File: src/rtl/itof_pipe_if.sv
// itof_pipe_if: operand/result handshake bundle for the itof_pipe converter.
// The slave modport is the converter's view; the master modport is the view of
// whatever feeds operands and consumes results.
interface itof_pipe_if #(
  parameter int WIDTH = 32
);
  logic                    in_valid;
  logic                    in_ready;
  logic signed [WIDTH-1:0] x;
  logic                    out_valid;
  logic                    out_ready;
  logic        [31:0]      y;

  modport slave (
    input  in_valid,
    input  x,
    input  out_ready,
    output in_ready,
    output out_valid,
    output y
  );

  modport master (
    output in_valid,
    output x,
    output out_ready,
    input  in_ready,
    input  out_valid,
    input  y
  );
endinterface

File: src/rtl/itof_pipe.sv
// itof_pipe: 3-stage signed 32-bit integer to IEEE-754 single converter.
//   S1 (_p0): sign / magnitude
//   S2 (_p1): leading-zero count, normalize, biased exponent
//   S3 (_p2): round and pack, drives y / out_valid
// All stages advance together when the output is empty or being consumed, so
// in_ready is a pure function of out_valid and out_ready.
// Optional build macro ITOF_TRUNC_EN: round toward zero instead of
// round-to-nearest-even (no increment, no exponent carry).
module itof_pipe #(
  parameter int STAGES = 3,
  parameter int WIDTH  = 32
) (
  input  logic        clk,
  input  logic        rst,
  itof_pipe_if.slave  bus
);

  localparam logic [7:0] EXP_TOP = 8'd158;  // bias 127 + 31

  if (STAGES != 3) begin : g_bad_stages
    $error("itof_pipe: STAGES must be 3");
  end
  if (WIDTH != 32) begin : g_bad_width
    $error("itof_pipe: WIDTH must be 32");
  end

  // Magnitude of a two's-complement value; 32'h80000000 maps onto itself,
  // which is the correct unsigned magnitude 2^31.
  function automatic logic [31:0] f_abs(input logic signed [31:0] v);
    logic [31:0] u;
    u = v;
    return v[31] ? (~u + 32'd1) : u;
  endfunction

  // Leading-zero count; an all-zero input reports 0 and is flagged separately.
  function automatic logic [4:0] f_lzc(input logic [31:0] v);
    logic [4:0] n;
    n = 5'd0;
    for (int i = 0; i < 32; i++) begin
      if (v[i]) n = 5'(31 - i);
    end
    return n;
  endfunction

  // Round the normalized magnitude (hidden bit stripped) to 23 mantissa bits
  // and return {exponent, mantissa}. A mantissa carry ripples into the
  // exponent naturally; the exponent never exceeds 158 so no overflow.
  function automatic logic [30:0] f_round(input logic [7:0] e, input logic [30:0] nrm);
    logic [30:0] em;
`ifdef ITOF_TRUNC_EN
    em = {e, nrm[30:8]};
`else
    logic g;
    logic r;
    logic st;
    em = {e, nrm[30:8]};
    g  = nrm[7];
    r  = nrm[6];
    st = |nrm[5:0];
    if (g && (r || st || nrm[8])) em = em + 31'd1;
`endif
    return em;
  endfunction

  logic        w_adv;

  logic        r_vld_p0;
  logic        r_vld_p1;
  logic        r_vld_p2;

  logic        r_s_p0;
  logic [31:0] r_mag_p0;

  logic        r_s_p1;
  logic [7:0]  r_e_p1;
  logic [31:0] r_norm_p1;
  logic        r_zero_p1;

  logic [31:0] r_y_p2;

  logic [31:0] w_mag;
  logic [4:0]  w_lz;
  logic [31:0] w_norm;
  logic [7:0]  w_e;
  logic [30:0] w_em;
  logic [31:0] w_y;

  assign w_adv         = !r_vld_p2 || bus.out_ready;
  assign bus.in_ready  = w_adv;
  assign bus.out_valid = r_vld_p2;
  assign bus.y         = r_y_p2;

  assign w_mag  = f_abs(bus.x);
  assign w_lz   = f_lzc(r_mag_p0);
  assign w_norm = r_mag_p0 << w_lz;
  assign w_e    = EXP_TOP - {3'b000, w_lz};
  assign w_em   = f_round(r_e_p1, r_norm_p1[30:0]);
  assign w_y    = r_zero_p1 ? 32'h0000_0000 : {r_s_p1, w_em};

  // Valid bits shift in lockstep with the data; bubbles are kept, not squeezed.
  always_ff @(posedge clk or posedge rst) begin
    if (rst) begin
      r_vld_p0 <= 1'b0;
      r_vld_p1 <= 1'b0;
      r_vld_p2 <= 1'b0;
    end else if (w_adv) begin
      r_vld_p0 <= bus.in_valid;
      r_vld_p1 <= r_vld_p0;
      r_vld_p2 <= r_vld_p1;
    end
  end

  // ---- S1: sign and magnitude ----
  always_ff @(posedge clk) begin
    if (w_adv && bus.in_valid) begin
      r_s_p0   <= bus.x[31];
      r_mag_p0 <= w_mag;
    end
  end

  // ---- S2: normalize so the leading one sits in bit 31 ----
  always_ff @(posedge clk) begin
    if (w_adv && r_vld_p0) begin
      r_s_p1    <= r_s_p0;
      r_e_p1    <= w_e;
      r_norm_p1 <= w_norm;
      r_zero_p1 <= (r_mag_p0 == 32'h0000_0000);
    end
  end

  // ---- S3: round and pack; y is cleared by reset and otherwise only loads real results ----
  always_ff @(posedge clk or posedge rst) begin
    if (rst) begin
      r_y_p2 <= 32'h0000_0000;
    end else if (w_adv && r_vld_p1) begin
      r_y_p2 <= w_y;
    end
  end

endmodule

File: src/flat_wrapper.sv
// flat-port wrapper written by rule: the top's interface ports become plain ports
module itof_pipe_flat 
#(
  parameter int STAGES = 3,
  parameter int WIDTH  = 32
)
  (clk, rst, bus_in_valid, bus_x, bus_out_ready, bus_in_ready, bus_out_valid, bus_y);
  itof_pipe_if #(.WIDTH(WIDTH)) bus_i ();
  input  logic clk;
  input  logic rst;
  input wire logic [$bits(bus_i.in_valid)-1:0] bus_in_valid;
  input wire logic [$bits(bus_i.x)-1:0] bus_x;
  input wire logic [$bits(bus_i.out_ready)-1:0] bus_out_ready;
  output wire logic [$bits(bus_i.in_ready)-1:0] bus_in_ready;
  output wire logic [$bits(bus_i.out_valid)-1:0] bus_out_valid;
  output wire logic [$bits(bus_i.y)-1:0] bus_y;
  assign bus_i.in_valid = bus_in_valid;
  assign bus_i.x = bus_x;
  assign bus_i.out_ready = bus_out_ready;
  assign bus_in_ready = bus_i.in_ready;
  assign bus_out_valid = bus_i.out_valid;
  assign bus_y = bus_i.y;
  itof_pipe #(.STAGES(STAGES), .WIDTH(WIDTH)) u_core (.clk(clk), .rst(rst), .bus(bus_i));
endmodule
File: config.mk
export PLATFORM = sky130hd
export DESIGN_NAME = itof_pipe_flat
export DESIGN_NICKNAME = d
export VERILOG_FILES = /design/src/rtl/itof_pipe_if.sv /design/src/rtl/itof_pipe.sv /design/src/flat_wrapper.sv
export SDC_FILE = /design/constraint.sdc
export NUM_CORES = 1
export LEC_CHECK = 0
export CAP_MARGIN = 30
export CORE_ASPECT_RATIO = 0.6
export CORE_UTILIZATION = 41
export DETAILED_ROUTE_END_ITERATION = 8
export GPL_TIMING_DRIVEN = 0
export PLACE_DENSITY = 0.69
export SLEW_MARGIN = 5
export SYNTH_ARGS = -nofsm -noshare
export SYNTH_HDL_FRONTEND = slang
export SYNTH_SLANG_ARGS = --single-unit
File: constraint.sdc
create_clock -name clk -period 8 [get_ports clk]
set_input_delay 0.8 -clock clk [delete_from_list [all_inputs] [get_ports clk]]
set_output_delay 0.8 -clock clk [all_outputs]
set_load 0.02 [all_outputs]
* After elaboration in Yosys (flattened, before gate mapping)
Cells that the tools add are included.
** Cells by class
- Add/sub/neg operators :: 3
- Shift operators :: 1
- Mux-type cells :: 35
- Bitwise operators :: 1
- Reduce and logical (&&, ||, !) cells :: 10
** Operators with widths (count)
- $mux 5 :: 32
- $mux 31 :: 2
- $add 32x1->32 const B :: 1
- $logic_not 32->1 :: 1
- $mux 32 :: 1
- $not 32->32 :: 1
- $shl 32x5->31 :: 1
- $add 31x1->31 const B :: 1
- $sub 8x5->8 const A :: 1
- $reduce_or 6->1 :: 1
- $logic_and 1x1->1 :: 4
- $logic_or 1x1->1 :: 3
- $logic_not 1->1 :: 1
** Storage, ports and cells
- Bits in registers :: 109
- Output and inout port bits :: 34
- Logic and storage cells :: 61

* Logic depth before layout (Yosys ltp)
Gate-level depths: netlist of run 1.
- Depth after elaboration :: 33
- Mapped depth :: 12
- Gate-level depth less buffers :: 10

* Worst setup path before layout of run 1
OpenSTA, ideal clock, no wires.
- Path type :: input to register
- Start :: input bus_x[0]
- End :: register u_core.r_mag_p0[29] (data pin)
- Setup time :: 0.258 ns
- Arrival time :: 3.120 ns
- Path slack :: 4.622 ns
- Stages on the path :: 8
- Cells stage by stage :: or3_2 > or3_4 > nand2b_4 > or3_4 > or4_4 > nand2b_4 > o31ai_4 > xnor2_1
** On the way
- Longest elaborated chain between the ends :: 3
** Ends and longest elaborated chain
- from (decl) :: RTL line flat_wrapper.sv:12 : input wire logic [$bits(bus_i.x)-1:0] bus_x;
- $not 32->32 :: RTL line itof_pipe.sv:32 : return v[31] ? (~u + 32'd1) : u;
- $add 32x1->32 :: RTL line itof_pipe.sv:32
- $mux 31 :: RTL line itof_pipe.sv:32
- named net u_core.w_mag[29] :: RTL line itof_pipe.sv:81 : logic [31:0] w_mag;
- to (signal assigned) :: RTL line itof_pipe.sv:117 : r_mag_p0 <= w_mag;
- to (decl) :: RTL line itof_pipe.sv:72 : logic [31:0] r_mag_p0;
The timed path passes the listed nets, and every way through them passes these cells.
A chain may end at the register's enable or synchronous reset.

* Worst setup path after layout of run 1
- Start :: register u_core.r_mag_p0[27]
- End :: register u_core.r_norm_p1[25] (data pin)
** On the way
- Longest elaborated chain between the ends :: 6
** Ends and longest elaborated chain
- $mux 5 (5 in series) :: RTL line itof_pipe.sv:40 : if (v[i]) n = 5'(31 - i);
- $shl 32x5->31 * :: RTL line itof_pipe.sv:95 : assign w_norm = r_mag_p0 << w_lz;
- named net u_core.w_norm[25] :: RTL line itof_pipe.sv:83 : logic [31:0] w_norm;
- to (signal assigned) :: RTL line itof_pipe.sv:126 : r_norm_p1 <= w_norm;
- to (decl) :: RTL line itof_pipe.sv:76 : logic [31:0] r_norm_p1;
Mark *: on every way through the listed nets, which the timed path passes. The rest lies on a longest branch.

==> metrics.md, run 1 <==
| Metric | Value |
|---|---|
| Status | `finished, final reports clean` |
| Ys async rst share | `0.3211` |
| Largest fanout on the critical path | `10` |
| Setup CP Type | `reg -> reg` |
| Tcrit/Tclk final | `0.5135` |
| CTS max path bufs | `2` |
| Slowest stage cell on the critical path | `mux2i_1` |
| Worst-Margin Slew | `1.021 ns` |
| Setup_tns | `0 ns` |
| First-pass GRT wire length | `30.71 mm` |
| Max-cap violations | `0` |
| CTS root buf | `clkbuf_16` |
| Post-CTS Setup Inserts | `0` |
| EDFF count, synth | `74` |
| Filler Cells Inserted | `1,536` |
| Cell chain of the critical path | `clkbuf_1 -> nor4_1 -> nand2_1 -> a21oi_1 -> clkbuf_1 -> a21oi_1 -> mux2i_1 -> o22ai_1 -> a32oi_1 -> o211ai_1` |
| Slew Limit Fails | `0` |
| Sequential cell area | `3098 um^2` |
| Multi-input logic area | `3548 um^2` |
| DR pass1 iterations | `6` |
| Die Ht | `102.5 um` |
| Tmin final | `4.108 ns` |
| Clk_skew | `0.01249 ns` |
| DIE AREA | `17,360 um^2` |
| Place WS | `3.973 ns` |
| Die Wd | `169.4 um` |
| RSZ-0062 raised after global routing | `no` |
| Yosys warns | `0` |
| Hold WC Path Type | `reg -> reg` |
| Post-synthesis cell area | `6897 um^2` |
| Ant diodes | `0` |
| Total Power | `2.056 mW` |
| Placed cell count | `1,029` |
| TritonCTS clock tree | `built` |
| CP Capture Type | `register` |
| Slowest Stage Delay on Critical Path | `0.67 ns` |
| Hold Vio Cnt, Final | `0` |
| PwrDens | `251.1 nW/um^2` |
| Cells after Synth | `731` |
| Setup violators final | `0` |
| Antenna violations before repair | `0` |
| DRC viols | `0` |
| Vias | `6,195` |
| Layout cells sized above 1 | `0.05998` |
| Top delay family on crit path | `compound AO/OA/AOI/OAI gates` |
| Worst VDD drop | `0.1249 mV` |
| Post-synthesis sequential area ratio | `0.4492` |
| Drt via density | `5.928` |
| Leakage | `2.848 nW` |
| Area Growth Syn to Fin | `18.69%` |
| H-tree lvl count | `3` |
| Final antenna-violating net count | `0` |
| Post-route insts no fill | `1,045` |
| IO Port Bufs | `69` |
| Final Wtd Congestion | `0.9900` |
| WHS | `0.4219 ns` |
| Critical path buffer and inverter count | `2` |
| Avg Inst Size Synth | `9.434 um^2` |
| Row count | `36` |
| TritonCTS Sinks | `109` |
| Post-DP HPWL | `15.40 mm` |
| Starting density of the core | `0.4218` |
| Clk pin slew, worst setup/hold paths | `0.08 ns` |
| Grt ovf | `0` |
| Worst EP arrival | `4.18 ns` |
| Achievable clock frequency | `0.2434 GHz` |
| CTS Hold Bufs | `0` |
| CTS Buf Count | `9` |
| Routed WL | `19.70 mm` |
| Largest net degree at the start of global routing | `42` |
| Net Count, Synth | `770` |
| Tot GR Track Use | `0.2328` |
| I/O pin count | `70` |
| Core area | `16,350 um^2` |
| Initial detailed-routing violation count | `727` |
| Skew-Pair Late Insertion Delay | `0.35 ns` |
| Post_cts resized | `0` |
| Average wire per standard cell | `18.85 um` |
| CP Launch Type | `register` |
| Yosys cell types | `60` |
| Synth Flop Type | `edfxtp_1` |
| Final setup margin | `3.892 ns` |
| Slew headroom | `0.3016` |
| Vias in the first global route | `5,537` |
| Required time of the worst setup path | `8.07 ns` |
| Final net count | `851` |
| Synth Register Bits | `109` |
power breakdown:
group	internal, mW	switching (mW)
logic	0.308	0.444
clock network	0.218	0.219
registers	0.769	0.0961
total	1.30	0.760
worst register-to-register path: stages, from the launching register on:
cell and delay, ns:
edfxtp_1 0.37, clkbuf_1 0.22, nor4_1 0.51, nand2_1 0.12, a21oi_1 0.36, clkbuf_1 0.44, a21oi_1 0.27, mux2i_1 0.67
o22ai_1 0.28, a32oi_1 0.40, o211ai_1 0.19
stage by stage:
stage | instance area, um^2 | utilization
4_1_cts | 8185 | 0.5006
3_5_place_dp | 7895 | 0.4829
5_1_grt | 8185 | 0.5006
2_1_floorplan | 6897 | -
6_report | 8185 | 0.5006
3_3_place_gp | 7873 | 0.4815
routing by layer:
layer | GRT usage | up-vias | share of wire | routed length [um]
li1 | - | 2917 | - | -
met1 | 0.3583 | 2945 | 0.50 | 9841
met2 | 0.3112 | 318 | 0.38 | 7543
met3 | 0.08327 | 15 | 0.11 | 2197
met4 | 0.03257 | 0 | 0.0061 | 120
met5 | 0 | - | 0 | 0
cell usage after synthesis (9+ instances only):
cell type	n	share of area
a211oi_1	26	0.028
a21oi_1	26	0.019
a221oi_1	10	0.013
a22oi_1	20	0.022
clkbuf_1	30	0.016
dfrtp_1	35	0.13
edfxtp_1	74	0.32
inv_1	25	0.014
mux2i_1	23	0.033
nand2_1	88	0.048
nand2b_1	10	0.0091
nand3_1	24	0.017
nand4_1	9	0.0082
nor2_1	52	0.028
nor3_1	18	0.013
nor4_1	14	0.013
o21ai_0	58	0.042
o31ai_1	11	0.012
xnor2_1	47	0.060
xor2_1	14	0.018
layout by cell type, fill, tap and decap left out, types with 4 or more instances in the layout:
cell type and count:
clkbuf_16 9, nor2b_1 4, nand4_1 9, a211oi_1 26, a2111oi_0 6, o22ai_1 5, mux2i_1 23, mux2_2 7
nor2_1 52, a221oi_1 10, xor2_1 14, a21o_1 5, clkdlybuf4s50_1 69, inv_1 24, xnor2_1 47, o41ai_1 6
edfxtp_1 74, a21oi_1 26, nor4_1 14, and3_1 4, a22oi_1 20, buf_1 6, a31oi_1 7, o31ai_1 11
or2_2 4, or3_1 6, nand3_1 24, or4_1 7, dfrtp_1 35, nand2b_1 10, nor3_1 18, o21ai_0 58
nand2_1 88, o211ai_1 4, clkbuf_1 30
area by class of cell:
type | instances | area share
buffer | 40 | 0.01895
clock inverter | 7 | 0.007949
clock buffer | 9 | 0.02751
sequential | 109 | 0.3785
inverter | 26 | 0.01192
tap | 228 | 0.03485
timing repair buffer | 70 | 0.08682
multi-input combinational | 556 | 0.4335
worst paths after layout:
path | startpoint | to | slack [ns] | depth (start not counted)
max reg2reg | u_core.r_mag_p0[27] | u_core.r_norm_p1[25] | 3.89 | 10
min in group asynchronous | rst | u_core.bus.y[23] | 0.88 | 2
max | u_core.r_mag_p0[27] | u_core.r_norm_p1[25] | 3.89 | 10
max in group asynchronous | rst | u_core.bus.y[8] | 6.65 | 2
min reg2reg | u_core.r_s_p0 | u_core.r_s_p1 | 0.42 | 0
min | u_core.r_s_p0 | u_core.r_s_p1 | 0.42 | 0
flip-flops by register name, indices dropped and copies added (netlist names):
name and cells:
u_core.bus.out_valid 1, u_core.bus.y 32, u_core.r_e_p1 8, u_core.r_mag_p0 32
u_core.r_norm_p1 31, u_core.r_s_p0 1, u_core.r_s_p1 1, u_core.r_vld_p0 1
u_core.r_vld_p1 1, u_core.r_zero_p1 1
cells by family (layout without fill, tap and decap cells):
| family | Yosys count | after routing | synth area share |
|---|---|---|---|
| flip-flops | 109 | 109 | 0.4492 |
| AO/OA/AOI/OAI | 207 | 207 | 0.2025 |
| XOR/XNOR | 61 | 61 | 0.07747 |
| adder cells (fa/ha/maj) | 3 | 3 | 0.005443 |
| AND/OR/NAND/NOR | 254 | 254 | 0.1807 |
| multiplexers | 31 | 31 | 0.04808 |
| buffers and inverters | 66 | 152 | 0.03665 |
Note: power is estimated with default switching activity, not from simulation.
==> run 2: changes to the inputs <==
- clock period: 8 -> 3.9 ns (I/O delays scaled with it)
==> run 2 against run 1 <==
Utilization is 0.43 points higher. Maximum frequency is 6.4% higher. Worst hold slack hardly changed. Total power is 110% higher. Clock power is 110% higher. First-iteration DRC count is 5.1% higher. Critical path depth is 1 lower. Non-clock buffer count stayed put. Sequential power is 110% higher. Global-route usage stayed put. Die area stayed put.
==> metrics.md, run 2 (synthesized netlist as in run 1, its figures left out) <==
| Metric | Value |
|---|---|
| Tot GR Track Use | `0.2328` |
| Post-route insts no fill | `1,045` |
| Initial detailed-routing violation count | `764` |
| PwrDens | `513.3 nW/um^2` |
| Status | `finished, final reports clean` |
| Setup violators final | `0` |
| Placed cell count | `1,029` |
| Setup CP Type | `reg -> reg` |
| Post-DP HPWL | `15.40 mm` |
| Largest fanout on the critical path | `10` |
| TritonCTS Sinks | `109` |
| Die Wd | `169.4 um` |
| Antenna violations before repair | `0` |
| Skew-Pair Late Insertion Delay | `0.35 ns` |
| Ant diodes | `0` |
| Switching Fraction | `0.3706` |
| RSZ-0062 raised after global routing | `no` |
| TritonCTS clock tree | `built` |
| Average wire per standard cell | `18.96 um` |
| Required time of the worst setup path | `3.94 ns` |
| Vias | `6,165` |
| Layout cells sized above 1 | `0.07711` |
| Slowest stage cell on the critical path | `or4_1` |
| Slew headroom | `0.4253` |
| Pint | `2.668 mW` |
| Die Ht | `102.5 um` |
| Final Util | `0.5049` |
| Total Power | `4.238 mW` |
| Sequential share of power | `0.419` |
| P_sw | `1.570 mW` |
| CTS max path bufs | `2` |
| Tmin final | `3.859 ns` |
| Achievable clock frequency | `0.2591 GHz` |
| Commonest non-fill, non-tap cell in the layout | `nand2_1` |
| Largest net degree at the start of global routing | `42` |
| CP Launch Type | `register` |
| Setup_tns | `0 ns` |
| Power share of the clock group | `0.212` |
| Slew Limit Fails | `0` |
| Routed WL | `19.81 mm` |
| Worst EP arrival | `3.90 ns` |
| Max-cap violations | `0` |
| Sequential cell area | `3098 um^2` |
| Row count | `36` |
| Final antenna-violating net count | `0` |
| Multi-input logic area | `3615 um^2` |
| DP Area | `7895 um^2` |
| Place WS | `0.09194 ns` |
| Logic pwr share | `0.369` |
| Clk pin slew, worst setup/hold paths | `0.08 ns` |
| Worst VDD drop | `0.2555 mV` |
| Hold WC Path Type | `reg -> reg` |
| Starting density of the core | `0.4218` |
| Filler Cells Inserted | `1,527` |
| Hold Vio Cnt, Final | `0` |
| Clk_skew | `0.01280 ns` |
| Fin area | `8255 um^2` |
| CTS Buf Count | `9` |
| WHS | `0.4219 ns` |
| H-tree lvl count | `3` |
| First-pass GRT wire length | `30.71 mm` |
| DR pass1 iterations | `5` |
| Leakage | `2.863 nW` |
| Tcrit/Tclk final | `0.9896` |
| CTS root buf | `clkbuf_16` |
| Final setup margin | `0.04065 ns` |
| I/O pin count | `70` |
| Slowest Stage Delay on Critical Path | `0.60 ns` |
| CP Capture Type | `register` |
| Cell chain of the critical path | `clkbuf_1 -> or4_1 -> a211oi_1 -> o21ai_0 -> nand3_1 -> clkbuf_1 -> a211oi_1 -> o31ai_2 -> o221ai_1` |
| Final net count | `851` |
| DIE AREA | `17,360 um^2` |
| Core area | `16,350 um^2` |
| Drt via density | `5.900` |
| Vias in the first global route | `5,537` |
| Area Growth Syn to Fin | `19.70%` |
| DRC viols | `0` |
| Final Wtd Congestion | `0.9900` |
| IO Port Bufs | `69` |
| Most frequent cells in the layout | `88 x nand2_1, 74 x edfxtp_1, 69 x clkdlybuf4s50_1` |
| Worst-Margin Slew | `0.8509 ns` |
| Grt ovf | `0` |
-- run 2: changes by cell type in the layout (fill, tap and decap cells not counted), moves of 2 or more --
cell	change
a2111oi_0	-3
a2111oi_1	+3
clkbuf_1	-3
clkbuf_2	+3
nor2_1	-3
nor2_2	+2
nor4_1	-2
nor4_2	+2
o31ai_1	-2
o31ai_2	+2
-- run 2: critical path: cells and delay by family (launching register included) --
family / cells / cell delay, ns
buf+inv: 2 / 0.72
simple gates: 2 / 0.93
compound gates: 5 / 1.53
flops: 1 / 0.36
-- run 2: final timing paths --
kind | startpoint | endpoint | slack (ns) | cells past startpoint
setup / recovery | u_core.r_mag_p0[2] | u_core.r_norm_p1[28] | 0.04 | 9
hold / removal | u_core.r_s_p0 | u_core.r_s_p1 | 0.42 | 0
setup reg to reg | u_core.r_mag_p0[2] | u_core.r_norm_p1[28] | 0.04 | 9
hold reg to reg | u_core.r_s_p0 | u_core.r_s_p1 | 0.42 | 0
max in group asynchronous | rst | u_core.bus.y[8] | 2.96 | 2
min in group asynchronous | rst | u_core.bus.y[23] | 0.48 | 2
-- run 2: routing by layer --
layer  track usage  routed length (um)  vias up
li1              -                   -     2915
met1        0.3583                9980     2934
met2        0.3112                7602      296
met3       0.08327                2066       20
met4       0.03257                 159        0
met5             0                   0        -
-- run 2: final cells by class --
| cell class | instances | share of cell area |
|---|---|---|
| sequential | 109 | 0.3753 |
| inverter | 26 | 0.01182 |
| clock buffer | 9 | 0.02728 |
| buffer | 40 | 0.01925 |
| timing repair buffer | 70 | 0.08609 |
| tap | 228 | 0.03456 |
| multi-input combinational | 556 | 0.4379 |
| clock inverter | 7 | 0.007881 |
-- run 2: power groups by stage --
stage,combinational [mW],clock (mW),sequential [mW]
global placement,1.50,0,1.80
CTS,1.52,0.912,1.78
finish,1.56,0.898,1.78
floorplan,0.683,0,1.96
detailed placement,1.52,0,1.80
global route,1.70,0.960,1.82
-- run 2: what timing repair did --
action,in CTS,in global routing
setup endpoints to repair,0,26
hold endpoints to repair,0,0
resized for setup,0,23
buffers inserted,0,0
hold buffers,0,0
==> RTL edit 1, RTL diff (settings of run 2) <==
Add a define of `ITOF_TRUNC_EN`.
--- a/src/rtl/itof_pipe.sv
+++ b/src/rtl/itof_pipe.sv
@@ -8,2 +8,4 @@
 // round-to-nearest-even (no increment, no exponent carry).
+`define ITOF_TRUNC_EN
+
 module itof_pipe #(
Check against the original RTL: not equivalent (Yosys sat finds a counterexample within 4 cycles, from zero or initial values and one cycle with rst high).
==> RTL edit 1 against run 2 <==
Die area down 13%. Combinational power down 7%. Utilization increased by 2.3 points. Sequential cell count fell by 8. Total power decreased by 7.2%. Synthesized area shrank 13%. Setup slack better by 0.010 ns. First-iteration DRC count fell by 4.3%. Wire length is 7.4% lower. Sequential power fell by 9%. Critical path depth unchanged. Final area down 11%. Global-route usage increased by 1.6 points. Non-clock buffer count down 1.
==> RTL edit 1: results <==
clock_tree:
  root_buffer: "clkbuf_16"
  clk_pin_slew_ns: 0.07
  numCtsBuffers: 9
  insertion_delay_ns: 0.34
  cts_htree_levels: 3
setup_path:
  reg2regPathDepth: 9
  r2r_end: "u_core.r_norm_p1[28]"
  arrival_ns: 3.89
  cp_top_family: "compound AO/OA/AOI/OAI gates"
  reg2reg_setup_slack_ns: 0.05
  worstSetupStartpoint: "u_core.r_mag_p0[17]"
  crit_path_max_fanout: 10
  slowest_stage: "or4_1"
  worst_path_largest_cell_delay_ns: 0.61
placed_design:
  gp_congestion: 0.9509
  dp_hpwl_um: 14270
  dpl_worst_slack_ns: -0.3007
  place_area_mm2: 0.007009
  port_buffers: 69
  dp.cells: 874
global_route:
  grt_max_degree: 25
  grt_pass1_vias: 5011
  antenna_found_initial: 0
  grt_pass1_wl_um: 28080
  grt_usage_pct: 24.92
synth:
  async_flop_share_pct: 34.65
  seq_area_frac_synth_pct: 47.58
  yosysUniqueCellTypes: 66
  synth_area_leaders: "edfxtp_1 33%, dfrtp_1 15%, xnor2_1 4.5%"
  synth_edf_count: 66
  synth_warnings: 0
  synth_nets: 646
  syn_inst: 608
  synth_common_cells: "66 x edfxtp_1, 66 x nand2_1, 54 x o21ai_0"
  synth_ff_type: "edfxtp_1"
timing:
  finalClockSkew_ns: 0.005789
  maxSlewHeadroom_pct: 48.88
  holdWs_ns: 0.3977
layout:
  nets: 732
  drive_above_1_share_pct: 8.727
  antenna_cells: 0
power_and_ir_drop:
  leakage_nw: 2.629
  vdd_drop_max_mv: 0.2752
route:
  wl_per_cell_um: 20.58
  first_pass_iters: 5
  drt_wl_total_um: 18330
  drt_iter0_drc: 731
  vias: 5426
min_path:
  hold_class: "in2async"
run_status:
  status: "completed"
==> RTL edit 1: timing repair <==
| item | in CTS | in global routing |
|---|---|---|
| pin swaps | 0 | 1 |
| resized for setup | 5 | 18 |
| setup buffers | 0 | 1 |
| setup endpoints to repair | 6 | 20 |
| hold endpoints to repair | 0 | 0 |
==> RTL edit 1: worst max-delay path by stage <==
stage	slack, ns	to	depth (start not counted)
finish	0.05	u_core.r_norm_p1[28]	9
global route	0.02	u_core.r_norm_p1[24]	9
CTS	0.006	u_core.r_e_p1[7]	9
detailed placement	-0.30	u_core.r_mag_p0[30]	11
global placement	-0.36	u_core.r_norm_p1[30]	9
floorplan	0.56	u_core.r_mag_p0[29]	8
==> RTL edit 1: power by group <==
part / internal [W] / switching [W]
registers: 0.00146 / 0.000161
clock network: 0.000446 / 0.000418
logic: 0.000605 / 0.000845
total: 0.00251 / 0.00142
==> RTL edit 1: area by class of cell <==
class                      instances  area (µm²)
sequential                       101        2858
timing repair buffer              75       770.7
fill                            1280        6591
tap                              192       240.2
inverter                          13       48.80
clock inverter                     6       56.30
buffer                            34       137.6
multi-input combinational        460        3024
clock buffer                      10       229.0
==> RTL edit 1: per-layer routing <==
layer | vias up | wire (µm) | track usage [%]
met5 | - | 0 | 0
met4 | 0 | 163 | 4.327
li1 | 2484 | - | -
met3 | 17 | 1875 | 6.123
met1 | 2634 | 9185 | 39.72
met2 | 291 | 7110 | 33.37
==> RTL edit 1: cells by family (layout without fill, tap and decap cells) <==
kind of cell	count (synthesis)	count (layout)	share of synthesized area [%]
buffers and inverters	47	138	2.958
adder cells (fa/ha/maj)	2	2	0.4166
flip-flops	101	101	47.58
AO/OA/AOI/OAI	193	193	21.50
multiplexers	29	29	4.937
AND/OR/NAND/NOR	205	205	18.08
XOR/XNOR	31	31	4.521
==> RTL edit 2, RTL diff (flow settings as in run 2) <==
Without the edit above. Make the reset (`rst`) synchronous in 2 clocked blocks.
--- a/src/rtl/itof_pipe.sv
+++ b/src/rtl/itof_pipe.sv
@@ -100,3 +100,3 @@
   // Valid bits shift in lockstep with the data; bubbles are kept, not squeezed.
-  always_ff @(posedge clk or posedge rst) begin
+  always_ff @(posedge clk) begin
     if (rst) begin
@@ -131,3 +131,3 @@
   // ---- S3: round and pack; y is cleared by reset and otherwise only loads real results ----
-  always_ff @(posedge clk or posedge rst) begin
+  always_ff @(posedge clk) begin
     if (rst) begin
Check against the original RTL: differs if rst is asserted again (counterexample within 4 cycles, from zero or initial values and one cycle with rst high); with rst held inactive, the same outputs for 4 cycles.
==> RTL edit 2 against run 2 <==
Count of clock-buffer cells in the layout stayed put. Final area is 1.4% lower. Clock skew hardly changed. Sequential cell count stayed put. Setup slack worse by 0.019 ns. Fmax is 0.50% lower. First-iteration DRC count is 9.6% lower. Non-clock buffer count is 5 lower. Wire length is 5.2% higher. Synthesized area is 0.87% lower. Largest cell class unchanged.
Power is not compared: it rests on default switching activity, and its combinational part moved more than twofold at a synthesized area within 25%.
==> RTL edit 2: results <==
setup_path:
  reg2reg_setup_slack_ns: 0.02
  arrival_ns: 3.95
  reg2regPathDepth: 10
  r2r_end: "u_core.r_norm_p1[26]"
  worstReg2RegStart: "u_core.r_mag_p0[16]"
layout:
  multi_input_area_share_pct: 45.21
  drive_above_1_share_pct: 6.452
  nonClkBufAreaFrac_pct: 10.69
  buffers: 105
  comb.multi_input.count: 585
  seq_cell_count: 109
  nets: 871
  final_util_pct: 50.08
  clock_cell_area_share_pct: 3.688
  inv_count: 22
placed_design:
  port_buffers: 68
  dpl_worst_slack_ns: 0.1666
  dp_hpwl_um: 16340
  place_area_mm2: 0.007833
route:
  first_pass_iters: 6
  wl_met3_um: 2228
  drt_wl_total_um: 20840
  via_per_inst: 6.034
  drt_iter0_drc: 691
  met1_length_um: 10790
synth:
  async_flop_share_pct: 0
  syn_inst: 752
  synth_nets: 791
  yosysUniqueCellTypes: 66
  synth_mux_area_share_pct: 3.276
  synth_common_cells: "78 x nor2_1, 74 x edfxtp_1, 70 x nand2_1"
  synth_compound_area_share_pct: 23.77
  synth_fa_ha_area_share_pct: 0.5490
global_route:
  use_met3_pct: 7.281
  grt_use_met2_pct: 31.91
  grt_max_degree: 34
  grt_pass1_wl_um: 32390
  use_met1_pct: 39.71
  grt_usage_pct: 24.78
timing:
  finalClockSkew_ns: 0.01305
run_status:
  status: "completed"
-- RTL edit 2: changes by cell type in the layout (fill, tap and decap cells not counted), moves of 17 or more --
| cell | before | now |
|---|---|---|
| dfrtp_1 | 35 | 0 |
| dfxtp_1 | 0 | 35 |
| nor2_1 | 49 | 75 |
| nand2_1 | 88 | 70 |
| a21oi_1 | 25 | 42 |
-- RTL edit 2: worst max-delay path, stage by stage, from the launching register on --
cell and delay (ns):
edfxtp_1 0.50, or4_4 0.60, o221a_4 0.31, and2_4 0.19, a21oi_4 0.29, inv_2 0.12
buf_6 0.16, a21oi_1 0.43, a22oi_1 0.21, a311oi_1 0.61, a211oi_1 0.17
-- RTL edit 2: power groups by stage --
stage          Combinational, W  Clock [W]  Sequential, W
3_5_place_dp           0.000657          0        0.00143
4_1_cts                0.000662   0.000948        0.00141
5_1_grt                0.000738   0.000987        0.00142
6_report               0.000688   0.000926        0.00141
2_1_floorplan          0.000424          0        0.00142
3_3_place_gp           0.000658          0        0.00143
